`src/rtl/dmem_arbiter_if.sv`:
```
`default_nettype none
// ============================================================================
//  Module      : dmem_arbiter_if
//  Description : Bus bundle between the two data-memory masters, the
//                dmem_arbiter and the 16K x 32 data SRAM port.
//  Revision    : 1.0 - initial release
// ============================================================================

interface dmem_arbiter_if #(
    parameter int unsigned ADDR_W = 14
);
    // Master 0 (CPU load/store unit)
    logic              m0_req;
    logic              m0_we;
    logic [ADDR_W-1:0] m0_addr;
    logic [31:0]       m0_wdata;
    logic [3:0]        m0_wstrb;
    logic              m0_gnt;
    logic              m0_rvalid;
    logic [31:0]       m0_rdata;
    logic              m0_err;

    // Master 1 (DMA / crypto engine)
    logic              m1_req;
    logic              m1_we;
    logic [ADDR_W-1:0] m1_addr;
    logic [31:0]       m1_wdata;
    logic [3:0]        m1_wstrb;
    logic              m1_gnt;
    logic              m1_rvalid;
    logic [31:0]       m1_rdata;
    logic              m1_err;

    // Single SRAM port
    logic              mem_we;
    logic [ADDR_W-1:0] mem_addr;
    logic [31:0]       mem_wdata;
    logic [3:0]        mem_wstrb;
    logic [31:0]       mem_rdata;

    // Arbiter side
    modport slave (
        input  m0_req, m0_we, m0_addr, m0_wdata, m0_wstrb,
        output m0_gnt, m0_rvalid, m0_rdata, m0_err,
        input  m1_req, m1_we, m1_addr, m1_wdata, m1_wstrb,
        output m1_gnt, m1_rvalid, m1_rdata, m1_err,
        output mem_we, mem_addr, mem_wdata, mem_wstrb,
        input  mem_rdata
    );

    // Requester / SRAM side
    modport master (
        output m0_req, m0_we, m0_addr, m0_wdata, m0_wstrb,
        input  m0_gnt, m0_rvalid, m0_rdata, m0_err,
        output m1_req, m1_we, m1_addr, m1_wdata, m1_wstrb,
        input  m1_gnt, m1_rvalid, m1_rdata, m1_err,
        input  mem_we, mem_addr, mem_wdata, mem_wstrb,
        output mem_rdata
    );
endinterface

`default_nettype wire

```
`src/rtl/dmem_arbiter.sv`:
```
`default_nettype none
// ============================================================================
//  Module      : dmem_arbiter
//  Description : Two-master arbiter for the 64KB data SRAM. Master 0 wins
//                ties until master 1 has waited MAX_BURST grants; responses
//                return one cycle after accept. Define DMEM_ARB_PROT_EN to
//                block master 1 from word addresses below PROT_LIMIT.
//  Revision    : 1.0 - initial release
// ============================================================================

module dmem_arbiter #(
    parameter int unsigned       ADDR_W     = 14,
    parameter int unsigned       MAX_BURST  = 4,
    parameter logic [ADDR_W-1:0] PROT_LIMIT = 14'h0400
) (
    input  logic          clk,
    input  logic          rst_n,
    dmem_arbiter_if.slave bus
);

    localparam logic [3:0] c_max_burst = 4'(MAX_BURST);

    typedef enum logic [1:0] {
        RESP_NONE = 2'd0,
        RESP_R0   = 2'd1,
        RESP_R1   = 2'd2
    } resp_t;

    // A zero limit would make the secure window empty, which is almost
    // certainly a misconfiguration rather than an intent.
    generate
        if (MAX_BURST < 1 || MAX_BURST > 15 || PROT_LIMIT == '0) begin : g_param_check
            $error("dmem_arbiter: MAX_BURST must be 1..15 and PROT_LIMIT nonzero");
        end
    endgenerate

    resp_t       r_resp_sel;
    resp_t       w_resp_nxt;
    logic [3:0]  r_burst_cnt;
    logic [31:0] r_rdata;
    logic        w_gnt0;
    logic        w_gnt1;
    logic        w_blocked;
    logic        w_capture;

    // ------------------------------------------------------------------
    // Grant: m0 wins a tie unless m1 has already waited MAX_BURST grants.
    // ------------------------------------------------------------------
    assign w_gnt0 = bus.m0_req & (~bus.m1_req | (r_burst_cnt != c_max_burst));
    assign w_gnt1 = bus.m1_req & ~w_gnt0;

    assign bus.m0_gnt = w_gnt0;
    assign bus.m1_gnt = w_gnt1;

`ifdef DMEM_ARB_PROT_EN
    assign w_blocked = w_gnt1 & (bus.m1_addr < PROT_LIMIT);
`else
    assign w_blocked = 1'b0;
`endif

    // Only a non-blocked read brings SRAM data back; writes return zero.
    assign w_capture = (w_gnt0 & ~bus.m0_we) | (w_gnt1 & ~bus.m1_we & ~w_blocked);

    // ------------------------------------------------------------------
    // SRAM port drive
    // ------------------------------------------------------------------
    always_comb begin
        bus.mem_we    = 1'b0;
        bus.mem_addr  = '0;
        bus.mem_wdata = '0;
        bus.mem_wstrb = '0;
        if (w_gnt0) begin
            bus.mem_we    = bus.m0_we;
            bus.mem_addr  = bus.m0_addr;
            bus.mem_wdata = bus.m0_wdata;
            bus.mem_wstrb = bus.m0_wstrb;
        end else if (w_gnt1) begin
            bus.mem_we    = bus.m1_we & ~w_blocked;
            bus.mem_addr  = bus.m1_addr;
            bus.mem_wdata = bus.m1_wdata;
            bus.mem_wstrb = bus.m1_wstrb;
        end
    end

    // ------------------------------------------------------------------
    // Starvation counter: m0 grants taken while m1 is waiting
    // ------------------------------------------------------------------
    always_ff @(posedge clk or negedge rst_n) begin
        if (!rst_n) begin
            r_burst_cnt <= '0;
        end else if (!bus.m1_req || w_gnt1) begin
            r_burst_cnt <= '0;
        end else if (w_gnt0 && (r_burst_cnt != c_max_burst)) begin
            r_burst_cnt <= r_burst_cnt + 4'd1;
        end
    end

    // ------------------------------------------------------------------
    // Response FSM
    // ------------------------------------------------------------------
    always_ff @(posedge clk or negedge rst_n) begin
        if (!rst_n) begin
            r_resp_sel <= RESP_NONE;
            r_rdata    <= '0;
        end else begin
            r_resp_sel <= w_resp_nxt;
            r_rdata    <= w_capture ? bus.mem_rdata : 32'h0;
        end
    end

    always_comb begin
        w_resp_nxt     = RESP_NONE;
        bus.m0_rvalid  = 1'b0;
        bus.m0_rdata   = '0;
        bus.m1_rvalid  = 1'b0;
        bus.m1_rdata   = '0;

        if (w_gnt0) begin
            w_resp_nxt = RESP_R0;
        end else if (w_gnt1) begin
            w_resp_nxt = RESP_R1;
        end

        case (r_resp_sel)
            RESP_R0: begin
                bus.m0_rvalid = 1'b1;
                bus.m0_rdata  = r_rdata;
            end
            RESP_R1: begin
                bus.m1_rvalid = 1'b1;
                bus.m1_rdata  = r_rdata;
            end
            default: ;
        endcase
    end

    // ------------------------------------------------------------------
    // Error flags: only m1 can ever be blocked
    // ------------------------------------------------------------------
    assign bus.m0_err = 1'b0;

`ifdef DMEM_ARB_PROT_EN
    logic r_err;

    always_ff @(posedge clk or negedge rst_n) begin
        if (!rst_n) begin
            r_err <= 1'b0;
        end else begin
            r_err <= w_blocked;
        end
    end

    assign bus.m1_err = (r_resp_sel == RESP_R1) & r_err;
`else
    assign bus.m1_err = 1'b0;
`endif

endmodule

`default_nettype wire

```
`src/flat_wrapper.sv`:
```
// flat-port wrapper written by rule: the top's interface ports become plain ports
module dmem_arbiter_flat 
#(
    parameter int unsigned       ADDR_W     = 14,
    parameter int unsigned       MAX_BURST  = 4,
    parameter logic [ADDR_W-1:0] PROT_LIMIT = 14'h0400
)
  (clk, rst_n, bus_m0_req, bus_m0_we, bus_m0_addr, bus_m0_wdata, bus_m0_wstrb, bus_m0_gnt, bus_m0_rvalid, bus_m0_rdata, bus_m0_err, bus_m1_req, bus_m1_we, bus_m1_addr, bus_m1_wdata, bus_m1_wstrb, bus_m1_gnt, bus_m1_rvalid, bus_m1_rdata, bus_m1_err, bus_mem_we, bus_mem_addr, bus_mem_wdata, bus_mem_wstrb, bus_mem_rdata);
  dmem_arbiter_if #(.ADDR_W(ADDR_W)) bus_i ();
  input  logic clk;
  input  logic rst_n;
  input wire logic [$bits(bus_i.m0_req)-1:0] bus_m0_req;
  input wire logic [$bits(bus_i.m0_we)-1:0] bus_m0_we;
  input wire logic [$bits(bus_i.m0_addr)-1:0] bus_m0_addr;
  input wire logic [$bits(bus_i.m0_wdata)-1:0] bus_m0_wdata;
  input wire logic [$bits(bus_i.m0_wstrb)-1:0] bus_m0_wstrb;
  output wire logic [$bits(bus_i.m0_gnt)-1:0] bus_m0_gnt;
  output wire logic [$bits(bus_i.m0_rvalid)-1:0] bus_m0_rvalid;
  output wire logic [$bits(bus_i.m0_rdata)-1:0] bus_m0_rdata;
  output wire logic [$bits(bus_i.m0_err)-1:0] bus_m0_err;
  input wire logic [$bits(bus_i.m1_req)-1:0] bus_m1_req;
  input wire logic [$bits(bus_i.m1_we)-1:0] bus_m1_we;
  input wire logic [$bits(bus_i.m1_addr)-1:0] bus_m1_addr;
  input wire logic [$bits(bus_i.m1_wdata)-1:0] bus_m1_wdata;
  input wire logic [$bits(bus_i.m1_wstrb)-1:0] bus_m1_wstrb;
  output wire logic [$bits(bus_i.m1_gnt)-1:0] bus_m1_gnt;
  output wire logic [$bits(bus_i.m1_rvalid)-1:0] bus_m1_rvalid;
  output wire logic [$bits(bus_i.m1_rdata)-1:0] bus_m1_rdata;
  output wire logic [$bits(bus_i.m1_err)-1:0] bus_m1_err;
  output wire logic [$bits(bus_i.mem_we)-1:0] bus_mem_we;
  output wire logic [$bits(bus_i.mem_addr)-1:0] bus_mem_addr;
  output wire logic [$bits(bus_i.mem_wdata)-1:0] bus_mem_wdata;
  output wire logic [$bits(bus_i.mem_wstrb)-1:0] bus_mem_wstrb;
  input wire logic [$bits(bus_i.mem_rdata)-1:0] bus_mem_rdata;
  assign bus_i.m0_req = bus_m0_req;
  assign bus_i.m0_we = bus_m0_we;
  assign bus_i.m0_addr = bus_m0_addr;
  assign bus_i.m0_wdata = bus_m0_wdata;
  assign bus_i.m0_wstrb = bus_m0_wstrb;
  assign bus_m0_gnt = bus_i.m0_gnt;
  assign bus_m0_rvalid = bus_i.m0_rvalid;
  assign bus_m0_rdata = bus_i.m0_rdata;
  assign bus_m0_err = bus_i.m0_err;
  assign bus_i.m1_req = bus_m1_req;
  assign bus_i.m1_we = bus_m1_we;
  assign bus_i.m1_addr = bus_m1_addr;
  assign bus_i.m1_wdata = bus_m1_wdata;
  assign bus_i.m1_wstrb = bus_m1_wstrb;
  assign bus_m1_gnt = bus_i.m1_gnt;
  assign bus_m1_rvalid = bus_i.m1_rvalid;
  assign bus_m1_rdata = bus_i.m1_rdata;
  assign bus_m1_err = bus_i.m1_err;
  assign bus_mem_we = bus_i.mem_we;
  assign bus_mem_addr = bus_i.mem_addr;
  assign bus_mem_wdata = bus_i.mem_wdata;
  assign bus_mem_wstrb = bus_i.mem_wstrb;
  assign bus_i.mem_rdata = bus_mem_rdata;
  dmem_arbiter #(.ADDR_W(ADDR_W), .MAX_BURST(MAX_BURST), .PROT_LIMIT(PROT_LIMIT)) u_core (.clk(clk), .rst_n(rst_n), .bus(bus_i));
endmodule
```
`config.mk`:
```
export PLATFORM = sky130hd
export DESIGN_NAME = dmem_arbiter_flat
export DESIGN_NICKNAME = d
export VERILOG_FILES = /design/src/rtl/dmem_arbiter_if.sv /design/src/rtl/dmem_arbiter.sv /design/src/flat_wrapper.sv
export SDC_FILE = /design/constraint.sdc
export NUM_CORES = 1
export LEC_CHECK = 0
export ABC_AREA = 1
export CAP_MARGIN = 15
export CORE_AREA = 2 2 101 103
export DETAILED_ROUTE_END_ITERATION = 6
export DIE_AREA = 0 0 103 105
export PLACE_DENSITY = 0.81
export SYNTH_ARGS = -nofsm -noshare
export SYNTH_HDL_FRONTEND = slang
export SYNTH_SLANG_ARGS = --single-unit
```
`constraint.sdc`:
```
create_clock -name clk -period 3.25 [get_ports clk]
set_input_delay 0.325 -clock clk [delete_from_list [all_inputs] [get_ports clk]]
set_output_delay 0.325 -clock clk [all_outputs]
set_load 0.005 [all_outputs]
```
**Yosys cells after proc, flatten, opt, wreduce, memory -nomap -nowiden**

Cells that the tools add are included.

- Register bits: 38
- Bits of input ports: 138
- Output and inout port bits: 121
- Logic and storage cells: 38

- $add $sub $neg: 1
- Equality and inequality tests: 3
- Mux-type cells: 17
- Bitwise logic cells: 10
- Reduce and logical (&&, ||, !) cells: 4

Operators by type and width:

| cell | count |
|---|---|
| $mux 32 | 5 |
| $mux 14 | 2 |
| $mux 4 | 4 |
| $add 4x1->4 const B | 1 |
| $and 1x1->1 | 4 |
| $mux 1 | 4 |
| $mux 2 | 2 |
| $ne 4x3->1 const B | 1 |
| $not 1->1 | 4 |
| $eq 2x1->1 const B | 1 |
| $eq 2x2->1 const B | 1 |
| $or 1x1->1 | 2 |
| $reduce_bool 2->1 | 1 |
| $logic_and 1x1->1 | 1 |
| $logic_not 1->1 | 1 |
| $logic_or 1x1->1 | 1 |

**Depth between registers and ports, before layout**

Gate-level depths: netlist (run 1).

- Word-level depth: 8
- Depth in mapped cells: 10
- Mapped depth without buffers: 9

**Worst setup path after synthesis (run 1)**

OpenSTA, ideal clock, no wires.

- Kind: register to output
- Start: reg u_core.r_burst_cnt[0]
- End: out bus_mem_addr[10]
- Data arrival time: 1.210 ns
- Required time: 2.925 ns
- Slack: 1.715 ns
- Cell stages (with the launch flop): 11
- Path buffers: 1
- Cells stage by stage: dfrtp_1 > inv_1 > ha_1 > nand2_1 > inv_1 > nand2_2 > nand2_4 > inv_2 > buf_6 > nand2_1 > nand2_1

- Cells in the longest elaborated chain, start to end: 7

RTL lines:

| what | line | RTL |
|---|---|---|
| start, declared | dmem_arbiter.sv:39 | `logic [3:0] r_burst_cnt;` |
| start signal, assigned | dmem_arbiter.sv:94 | `r_burst_cnt <= r_burst_cnt + 4'd1;` |
| $ne 4x3->1 * | dmem_arbiter.sv:49 | `assign w_gnt0 = bus.m0_req & (~bus.m1_req \| (r_burst_cnt != c_max_burst));` |
| $or 1x1->1 * | dmem_arbiter.sv:49 |  |
| $and 1x1->1 * | dmem_arbiter.sv:49 |  |
| named net bus_m0_gnt | flat_wrapper.sv:17 | `output wire logic [$bits(bus_i.m0_gnt)-1:0] bus_m0_gnt;` |
| $not 1->1 | dmem_arbiter.sv:50 | `assign w_gnt1 = bus.m1_req & ~w_gnt0;` |
| $and 1x1->1 | dmem_arbiter.sv:50 |  |
| $mux 14 | dmem_arbiter.sv:77 | `end else if (w_gnt1) begin` |
| $mux 14 * | dmem_arbiter.sv:72 | `if (w_gnt0) begin` |
| end, declared | flat_wrapper.sv:31 | `output wire logic [$bits(bus_i.mem_addr)-1:0] bus_mem_addr;` |

Mark *: on every way through the listed nets, which the timed path passes. The rest lies on a longest branch.

**Final worst setup path (run 1)**

- Start: reg u_core.r_burst_cnt[0]
- End: out bus_mem_wdata[11]

- Cells in the longest elaborated chain, start to end: 7

RTL lines:

| what | line | RTL |
|---|---|---|
| $ne 4x3->1 * | dmem_arbiter.sv:49 |  |
| $or 1x1->1 * | dmem_arbiter.sv:49 |  |
| $and 1x1->1 * | dmem_arbiter.sv:49 |  |
| $not 1->1 | dmem_arbiter.sv:50 |  |
| $and 1x1->1 | dmem_arbiter.sv:50 |  |
| $mux 32 | dmem_arbiter.sv:77 |  |
| $mux 32 * | dmem_arbiter.sv:72 |  |
| end, declared | flat_wrapper.sv:32 | `output wire logic [$bits(bus_i.mem_wdata)-1:0] bus_mem_wdata;` |

Mark *: on every way between the ends. The rest lies on a longest branch, timed or not.

==> run metrics, run 1 <==
Critical Path Max Stage Delay 0.50 ns; cell area after synthesis 0.00255 mm2; r2r worst-path depth 10; drt pass-1 iters 4; Ys Warns 0; P&R area growth vs syn 106%; I/O Buffers 256; max-cap viol count 0; worst path arrival time 2.48 ns; Sink Count 38; global-route wire length before repair 14,900 um; Clock Tree Root clkbuf_8; total gr overflow 0; initial antenna violation count 0; clk slew on worst S/H paths 0.08 ns; RSZ-0062 raised after global routing false; hold_buf cts 0; clk_lat worst skew 0.28 ns; status finished, final reports clean; share of the synthesized area in the top cell type 37.2%; power per cell area 285 mW/mm2; crit path max fanout 25; cell taking the most area after synthesis dfrtp_1; max_slew headroom 26.6%; register area share after synthesis 37.2%; die extent in y 105 um; number of H-tree levels 2; die area 0.0108 mm2; min-delay worst type in -> async; Synth cell types 18; end of the critical path bus_mem_wdata[11]; crit-path cells inv_1, ha_1, nand2_1, inv_1, nand2_2, nand2_4, inv_2, buf_4, nand2_1, nand2_1, clkdlybuf4s50_1; final setup vio count 0; Fin. Hold Viols 0; vias per cell 4.26; peak supply drop 0.149 mV; Slowest-stage cell, CP clkdlybuf4s50_1; setup TNS 0 ns; Core ar. 0.00964 mm2; Achievable Freq 0.357 GHz; # diodes 0; Fin Hold WS 0.137 ns; Synth area leaders dfrtp_1 (37%), nand2_1 (15%), nor2_1 (14%); Setup crit end kind output port; critical path class reg -> out; Worst path most repeated cell nand2_1; Final Slew Violations 0; Post-DRT Antenna Nets 0; Critical Path RT 2.92 ns; post-CTS sizing 0; vias in the first global route 3,194; Die X-Extent 103 um; r2r endpoint u_core.r_rdata[15]; FP Rows 36; Placer Congestion 0.925; Tcrit/Tclk final 86.2%; Total Power 1.50 mW; largest net degree at the start of global routing 53; RR Startpoint u_core.r_burst_cnt[0]; Synth Area per Inst 6.26 um2; share of layout cells above drive strength 1 4.62%; routed wire length 9960 um; Max clock buf depth 2; Post-Route Skew 0.00394 ns; static leakage 2.48 nW; CTS tree yes; FF+latch count, synth 38; Iter 0 DRT Violations 84; Worst setup startpoint u_core.r_burst_cnt[0]; drt wl/cell 12.7 um; IO Count 259; DP HPWL 8380 um; Least-Margin Pin Slew 1.10 ns; DRC errors left 0; Nets 789; initial core utilization 26.5%; CTS buffer count 5; Vias 3,335; gr usage total 17.4%; post-layout minimum cycle time 2.80 ns; type of origin of the critical path flop; Post-CTS Setup Bufs 0; r2r setup slk 0.93 ns; Post-Syn Instances 408
[where the power goes]
group	switching, mW	internal, mW
registers	0.00812	0.500
clock network	0.166	0.327
logic	0.193	0.310
total	0.367	1.14
[state kept, by name, indices dropped and copies added, names as in the netlist]
signal and flops:
u_core.r_burst_cnt 4, u_core.r_resp_sel 2, u_core.r_rdata 32
[worst max-delay path: cells and delay by family (launching register included)]
| family | cells | cell delay [ns] |
|---|---|---|
| adder cells (fa/ha/maj) | 1 | 0.20 |
| buffers and inverters | 5 | 1.21 |
| AND/OR/NAND/NOR | 5 | 0.37 |
| flip-flops | 1 | 0.40 |
[metal layers]
| layer | GRT usage (%) | vias to the layer above | routed length, um | share of wire (%) |
|---|---|---|---|---|
| li1 | - | 1659 | - | - |
| met1 | 17.8 | 1452 | 3630 | 36 |
| met2 | 32.5 | 199 | 5030 | 50 |
| met3 | 5.95 | 25 | 1100 | 11 |
| met4 | 4.98 | 0 | 197 | 2.0 |
| met5 | 0 | - | 0 | 0 |
[layout by cell type (no fill, tap or decap), drive strengths merged]
master	synthesis	layout
clkdlybuf4s50	0	254
bufinv	0	2
inv	73	73
nand3	53	53
nor2	103	103
clkbuf	11	6
conb	1	2
xnor2	1	1
or2	1	1
ha	2	2
nand2	108	108
dfrtp	38	38
buf	16	6
xor2	1	1
[Yosys cell counts (all sizes together)]
master and count:
clkbuf 11, xnor2 1, dfrtp 38, inv 73, nand2 108, nand3 53
nor2 103, conb 1, xor2 1, ha 2, buf 16, or2 1
[worst min-delay path by stage]
stage,to,cells past startpoint,slack (ns),startpoint
6_report,u_core.r_rdata[4],1,0.14,rst_n
5_1_grt,u_core.r_rdata[31],1,0.20,rst_n
4_1_cts,u_core.r_rdata[4],1,0.17,rst_n
3_5_place_dp,u_core.r_rdata[4],1,0.49,rst_n
3_3_place_gp,u_core.r_rdata[8],1,0.45,rst_n
2_1_floorplan,u_core.r_burst_cnt[0],0,0.03,rst_n
[cell type report]
type                            instances  area (um2)
Clock buffer                            6        82.6
Clock inverter                          2        60.1
Fill cell                             912        4370
Inverter                               73         274
Multi-Input combinational cell        271        1150
Sequential cell                        38         951
Tap cell                              133         166
Timing Repair Buffer                  260        2580
[metrics by stage]
stage	setup WS [ns]	util, %	instances	area [um2]
after floorplan	1.71	-	409	2560
after global placement	0.818	53.2	775	5130
after detailed placement	0.763	53.2	775	5130
after CTS	0.456	54.7	783	5270
after global routing	0.265	54.7	783	5270
final	0.450	54.7	783	5270
[cells by family after synthesis]
kind of cell / after synthesis / synth area share (%)
and+or+nand+nor: 265 / 43.2
adders and majority gates: 2 / 0.980
xor gates and xnor gates: 2 / 0.686
buffers and inverters: 100 / 17.7
other: 1 / 0.147
DFF: 38 / 37.2
No activity file was read; power rests on OpenSTA's default activity.
==> run 2: changes to the inputs <==
PLACE_DENSITY = 0.74   (was 0.81)
==> run 2 against run 1 <==
Net effect:
- wire length is 4.9% lower
- largest power group unchanged
- critical path depth stayed put
- sequential cell count stayed put
- maximum frequency is 1.9% higher
- critical endpoint is now bus_mem_wdata[5]
- clock power hardly changed
- power is 0.68% lower
- sequential share of layout area hardly changed
- sequential power hardly changed
- design area is 0.14% lower
- hold slack better by 0.023 ns
==> run metrics, run 2 (synthesized netlist as in run 1, its figures left out) <==
status finished, final reports clean; min-delay worst type in -> async; most common cell after layout, fill and taps aside clkdlybuf4s50_1; DRC errors left 0 (unchanged); Placer Congestion 0.787 (-15%); Setup crit end kind output port; Vias 3,306 (-0.87%); post-CTS sizing 0 (unchanged); vias per cell 4.23 (-0.74%); Cell Count, Final, Fillers Out 782 (-0.13%); final setup vio count 0 (unchanged); DP Cell Count 774 (-0.13%); Final Slew Violations 0 (unchanged); post-layout minimum cycle time 2.75 ns (-0.0514 ns); Clock Power Share 32.8% (about the same); CTS buffer count 5 (unchanged); Sink Count 38 (unchanged); Critical Path RT 2.92 ns (about the same); setup TNS 0 ns (unchanged); Post-Route Skew 0.00140 ns (-0.00254 ns); worst path arrival time 2.42 ns (-0.06 ns); Total Power 1.49 mW (-0.68%); Net Switching 358 uW (-2.5%); Achievable Freq 0.364 GHz (+1.9%); peak supply drop 0.190 mV (+27%); clk slew on worst S/H paths 0.07 ns (about the same); global-route wire length before repair 14,300 um (-3.7%); Top Registers u_core.r_rdata (32), u_core.r_burst_cnt (4), u_core.r_resp_sel (2); Largest Register u_core.r_rdata; type of origin of the critical path flop; routed wire length 9470 um (-4.9%); # diodes 0 (unchanged); Tcrit/Tclk final 84.6% (-1.6 points); DP HPWL 7860 um (-6.2%); max-cap viol count 0 (unchanged); switching part of the total 24.0% (-0.44 points); drt pass-1 iters 4 (unchanged); critical path class reg -> out; total gr overflow 0 (unchanged); final worst slack 0.501 ns (+0.0514 ns); Critical Path Max Stage Delay 0.50 ns (about the same); FP Rows 36 (unchanged); static leakage 2.48 nW (-0.18%); crit-path cells inv_1, ha_1, nand2_1, inv_1, nand2_2, nand2_4, inv_2, buf_4, nand2_1, nand2_1, clkdlybuf4s50_1; hold_buf cts 0 (unchanged); Worst path most repeated cell nand2_1; Nets 788 (-0.13%); Clock Tree Root clkbuf_8; initial antenna violation count 0 (unchanged); die extent in y 105 um (unchanged); crit path max fanout 54 (+120%); Core ar. 0.00964 mm2 (unchanged); Place WS 0.744 ns (-0.0191 ns); Die X-Extent 103 um (unchanged); P&R area growth vs syn 106%; Slowest-stage cell, CP clkdlybuf4s50_1; Multi-input gate area 0.00115 mm2 (unchanged); RSZ-0062 raised after global routing false; Max clock buf depth 2 (unchanged); Post-CTS Setup Bufs 0 (unchanged); number of flip-flops in the largest register 32 (unchanged); clk_lat worst skew 0.28 ns (about the same); sequential share of power 34.0% (+0.2 points); Fin. Hold Viols 0 (unchanged); Layout fillers 955 (+4.7%); most frequent cells in the layout clkdlybuf4s50_1 (254), nand2_1 (105), nor2_1 (92), inv_1 (71), nand3_1 (53); Post-DRT Antenna Nets 0 (unchanged); FF+latch area 951 um2 (unchanged); largest net degree at the start of global routing 55 (+3.8%); Least-Margin Pin Slew 1.02 ns (-0.0765 ns); CTS tree yes; power per cell area 284 mW/mm2 (-0.53%); max_slew headroom 31.7% (+5.1 points); initial core utilization 26.5% (unchanged); IO Count 259 (unchanged); number of H-tree levels 2 (unchanged); vias in the first global route 3,126 (-2.1%); I/O Buffers 256 (unchanged); combinational share of power 33.1% (-0.3 points); drt wl/cell 12.1 um (-4.8%); Pint 1.14 mW (-0.10%); die area 0.0108 mm2 (unchanged); share of layout cells above drive strength 1 4.47% (-0.15 points); Iter 0 DRT Violations 77 (-8.3%); gr usage total 16.4% (-0.96 points)
==> run 2: stage by stage <==
step	hold slack [ns]	utilization, %	instance area, um2
after floorplan	0.0294	-	2560
after global placement	0.467	53.1	5120
after detailed placement	0.483	53.1	5120
after CTS	0.196	54.6	5260
after global routing	0.241	54.6	5260
final	0.160	54.6	5260
==> run 2: critical path: cells and delay by family, from the launching register on <==
family        cells  cell delay, ns
buf+inv           5            1.08
simple gates      5            0.44
flops             1            0.39
fa+ha+maj         1            0.19
==> run 2: power groups by stage <==
stage / Combinational [mW] / Sequential, mW / Clock (mW)
2_1_floorplan: 0.169 / 0.516 / 0
3_3_place_gp: 0.492 / 0.517 / 0
3_5_place_dp: 0.500 / 0.518 / 0
4_1_cts: 0.502 / 0.509 / 0.501
5_1_grt: 0.541 / 0.511 / 0.527
6_report: 0.495 / 0.508 / 0.491
==> run 2: path summary, 6_finish.rpt <==
path	slack, ns	to	depth (start not counted)	startpoint
setup reg to reg	1.04	u_core.r_rdata[15]	10	u_core.r_burst_cnt[0]
hold reg to reg	0.49	u_core.r_burst_cnt[0]	1	u_core.r_burst_cnt[0]
max in group asynchronous	2.52	u_core.r_rdata[10]	1	rst_n
hold / removal	0.16	u_core.r_rdata[16]	1	rst_n
setup / recovery	0.50	bus_mem_wdata[5]	11	u_core.r_burst_cnt[0]
min in group clk	0.34	u_core.r_resp_sel[1]	3	bus_m1_req
==> run 2: layout make-up <==
class / instances / area share [%]
Multi-Input combinational cell: 271 / 21.9
Sequential cell: 38 / 18.1
Clock inverter: 2 / 1.14
Tap cell: 133 / 3.16
Clock buffer: 6 / 1.57
Inverter: 73 / 5.21
Timing Repair Buffer: 259 / 48.9
==> run 2: routing by layer <==
metal / wire, um / vias up / GRT usage [%]
li1: - / 1655 / -
met1: 3460 / 1468 / 16.4
met2: 4950 / 170 / 32.5
met3: 901 / 13 / 3.81
met4: 150 / 0 / 4.61
met5: 0 / - / 0
==> run 3: changes to the inputs <==
clock period = 2.7 ns   (was 3.25 ns; I/O delays follow)
==> run 3 against run 2 <==
Net effect:
- clock skew grew 0.0052 ns
- count of clock-buffer cells in the layout unchanged
- highest routed layer unchanged
- combinational power up 22%
- non-clock buffer count increased by 2
- critical path depth is the same
- die area did not move
- global-route usage grew 0.40 points
- hold slack worse by 0.047 ns
- clock power is 20% higher
- sequential cell count did not move
==> run metrics, run 3 (synthesized netlist as in run 1, its figures left out) <==
status finished, final reports clean; DP HPWL 7940 um (+1.1%); initial antenna violation count 0 (unchanged); Top Registers u_core.r_rdata (32), u_core.r_burst_cnt (4), u_core.r_resp_sel (2); final worst slack 0.252 ns (-0.249 ns); share of layout cells above drive strength 1 4.76% (+0.29 points); largest net degree at the start of global routing 55 (unchanged); RSZ-0062 raised after global routing false; Die X-Extent 103 um (unchanged); most common cell after layout, fill and taps aside clkdlybuf4s50_1; Iter 0 DRT Violations 96 (+25%); I/O Buffers 256 (unchanged); crit path max fanout 54 (unchanged); Least-Margin Pin Slew 0.926 ns (-0.0954 ns); Setup crit end kind output port; worst path arrival time 2.18 ns (-0.24 ns); number of flip-flops in the largest register 32 (unchanged); Vias 3,313 (+0.21%); critical path class reg -> out; Final Slew Violations 0 (unchanged); Layout fillers 924 (-3.2%); routed wire length 9520 um (+0.55%); Nets 790 (+0.25%); peak supply drop 0.223 mV (+18%); Multi-input gate area 0.00115 mm2 (unchanged); vias in the first global route 3,198 (+2.3%); Tcrit/Tclk final 90.7%; Placer Congestion 0.792 (+0.57%); Clock Tree Root clkbuf_8; hold_buf cts 0 (unchanged); vias per cell 4.23 (about the same); Cell Count, Final, Fillers Out 784 (+0.26%); Achievable Freq 0.409 GHz; clk_lat worst skew 0.28 ns (about the same); IO Count 259 (unchanged); power per cell area 341 mW/mm2 (+20%); fin util 55.0% (+0.42 points); # diodes 0 (unchanged); gr usage total 16.8% (+0.40 points); Sink Count 38 (unchanged); Fin. Hold Viols 0 (unchanged); P&R area growth vs syn 108%; Post-Route Skew 0.00660 ns (+0.00520 ns); Total Power 1.81 mW (+21%); CTS tree yes; Critical Path RT 2.43 ns (-0.49 ns); drt wl/cell 12.1 um (+0.29%); drt pass-1 iters 4 (unchanged); FF+latch area 951 um2 (unchanged); max_slew headroom 38.2% (+6.5 points); max-cap viol count 0 (unchanged); Max clock buf depth 2 (unchanged); Fin Hold WS 0.113 ns (-0.0474 ns); global-route wire length before repair 14,600 um (+2.3%); Largest Register u_core.r_rdata; min-delay worst type in -> async; DRC errors left 0 (unchanged); most frequent cells in the layout clkdlybuf4s50_1 (254), nand2_1 (105), nor2_1 (92), inv_1 (71), nand3_1 (53); Post-DRT Antenna Nets 0 (unchanged); Place WS 0.554 ns (-0.190 ns); placed inst area 0.00516 mm2 (+0.78%); type of origin of the critical path flop; CTS buffer count 5 (unchanged); clk slew on worst S/H paths 0.08 ns (about the same); post-CTS sizing 0 (unchanged); FP Rows 36 (unchanged); post-layout minimum cycle time 2.45 ns; number of H-tree levels 2 (unchanged); total gr overflow 0 (unchanged); DP Cell Count 776 (+0.26%); final setup vio count 0 (unchanged); die extent in y 105 um (unchanged); post-route cell area 0.00530 mm2 (+0.76%); initial core utilization 26.5% (unchanged); Post-CTS Setup Bufs 0 (unchanged); setup TNS 0 ns (unchanged); die area 0.0108 mm2 (unchanged); Core ar. 0.00964 mm2 (unchanged); static leakage 2.50 nW (+0.75%)
run 3: cell count changes in the layout (fill, tap and decap cells not counted):
cell	before	now
buf_12	0	2
run 3: critical path: stages, from the launching register on:
cell and delay (ns):
dfrtp_1 0.39, inv_1 0.06, ha_1 0.19, nand2_1 0.06, inv_1 0.04, nand2_2 0.08, nand2_4 0.06, inv_2 0.07
buf_12 0.22, nand2_1 0.08, nand2_1 0.08, clkdlybuf4s50_1 0.54
run 3: final cells by class:
cell class | count | area share (%)
clock buffers | 6 | 1.56
repair buffers | 261 | 49.3
clock inverters | 2 | 1.13
inverters | 73 | 5.17
well taps | 133 | 3.14
flip-flops and latches | 38 | 17.9
multi-input cells | 271 | 21.8
run 3: routing by layer:
layer  share of wire (%)  global-route usage [%]  up-vias
met1                  39                    18.6     1477
met3                 7.5                    2.81       10
met2                  53                    32.2      167
met5                   0                       0        -
li1                    -                       -     1659
met4                 1.2                    4.14        0
run 3: worst paths after layout:
kind / end / startpoint / slack [ns] / cells past startpoint
max: bus_mem_wdata[23] / u_core.r_burst_cnt[0] / 0.25 / 11
max reg2reg: u_core.r_rdata[16] / u_core.r_burst_cnt[0] / 0.74 / 10
min in group clk: u_core.r_resp_sel[1] / bus_m1_req / 0.26 / 3
max in group asynchronous: u_core.r_rdata[5] / rst_n / 2.02 / 1
min reg2reg: u_core.r_burst_cnt[0] / u_core.r_burst_cnt[0] / 0.48 / 1
min: u_core.r_rdata[19] / rst_n / 0.11 / 1
run 3: power by group:
part | internal, mW | switching [mW] | total [mW]
combinational | 0.378 | 0.227 | 0.604
sequential | 0.602 | 0.00947 | 0.612
clock | 0.394 | 0.196 | 0.590
total | 1.37 | 0.432 | 1.81
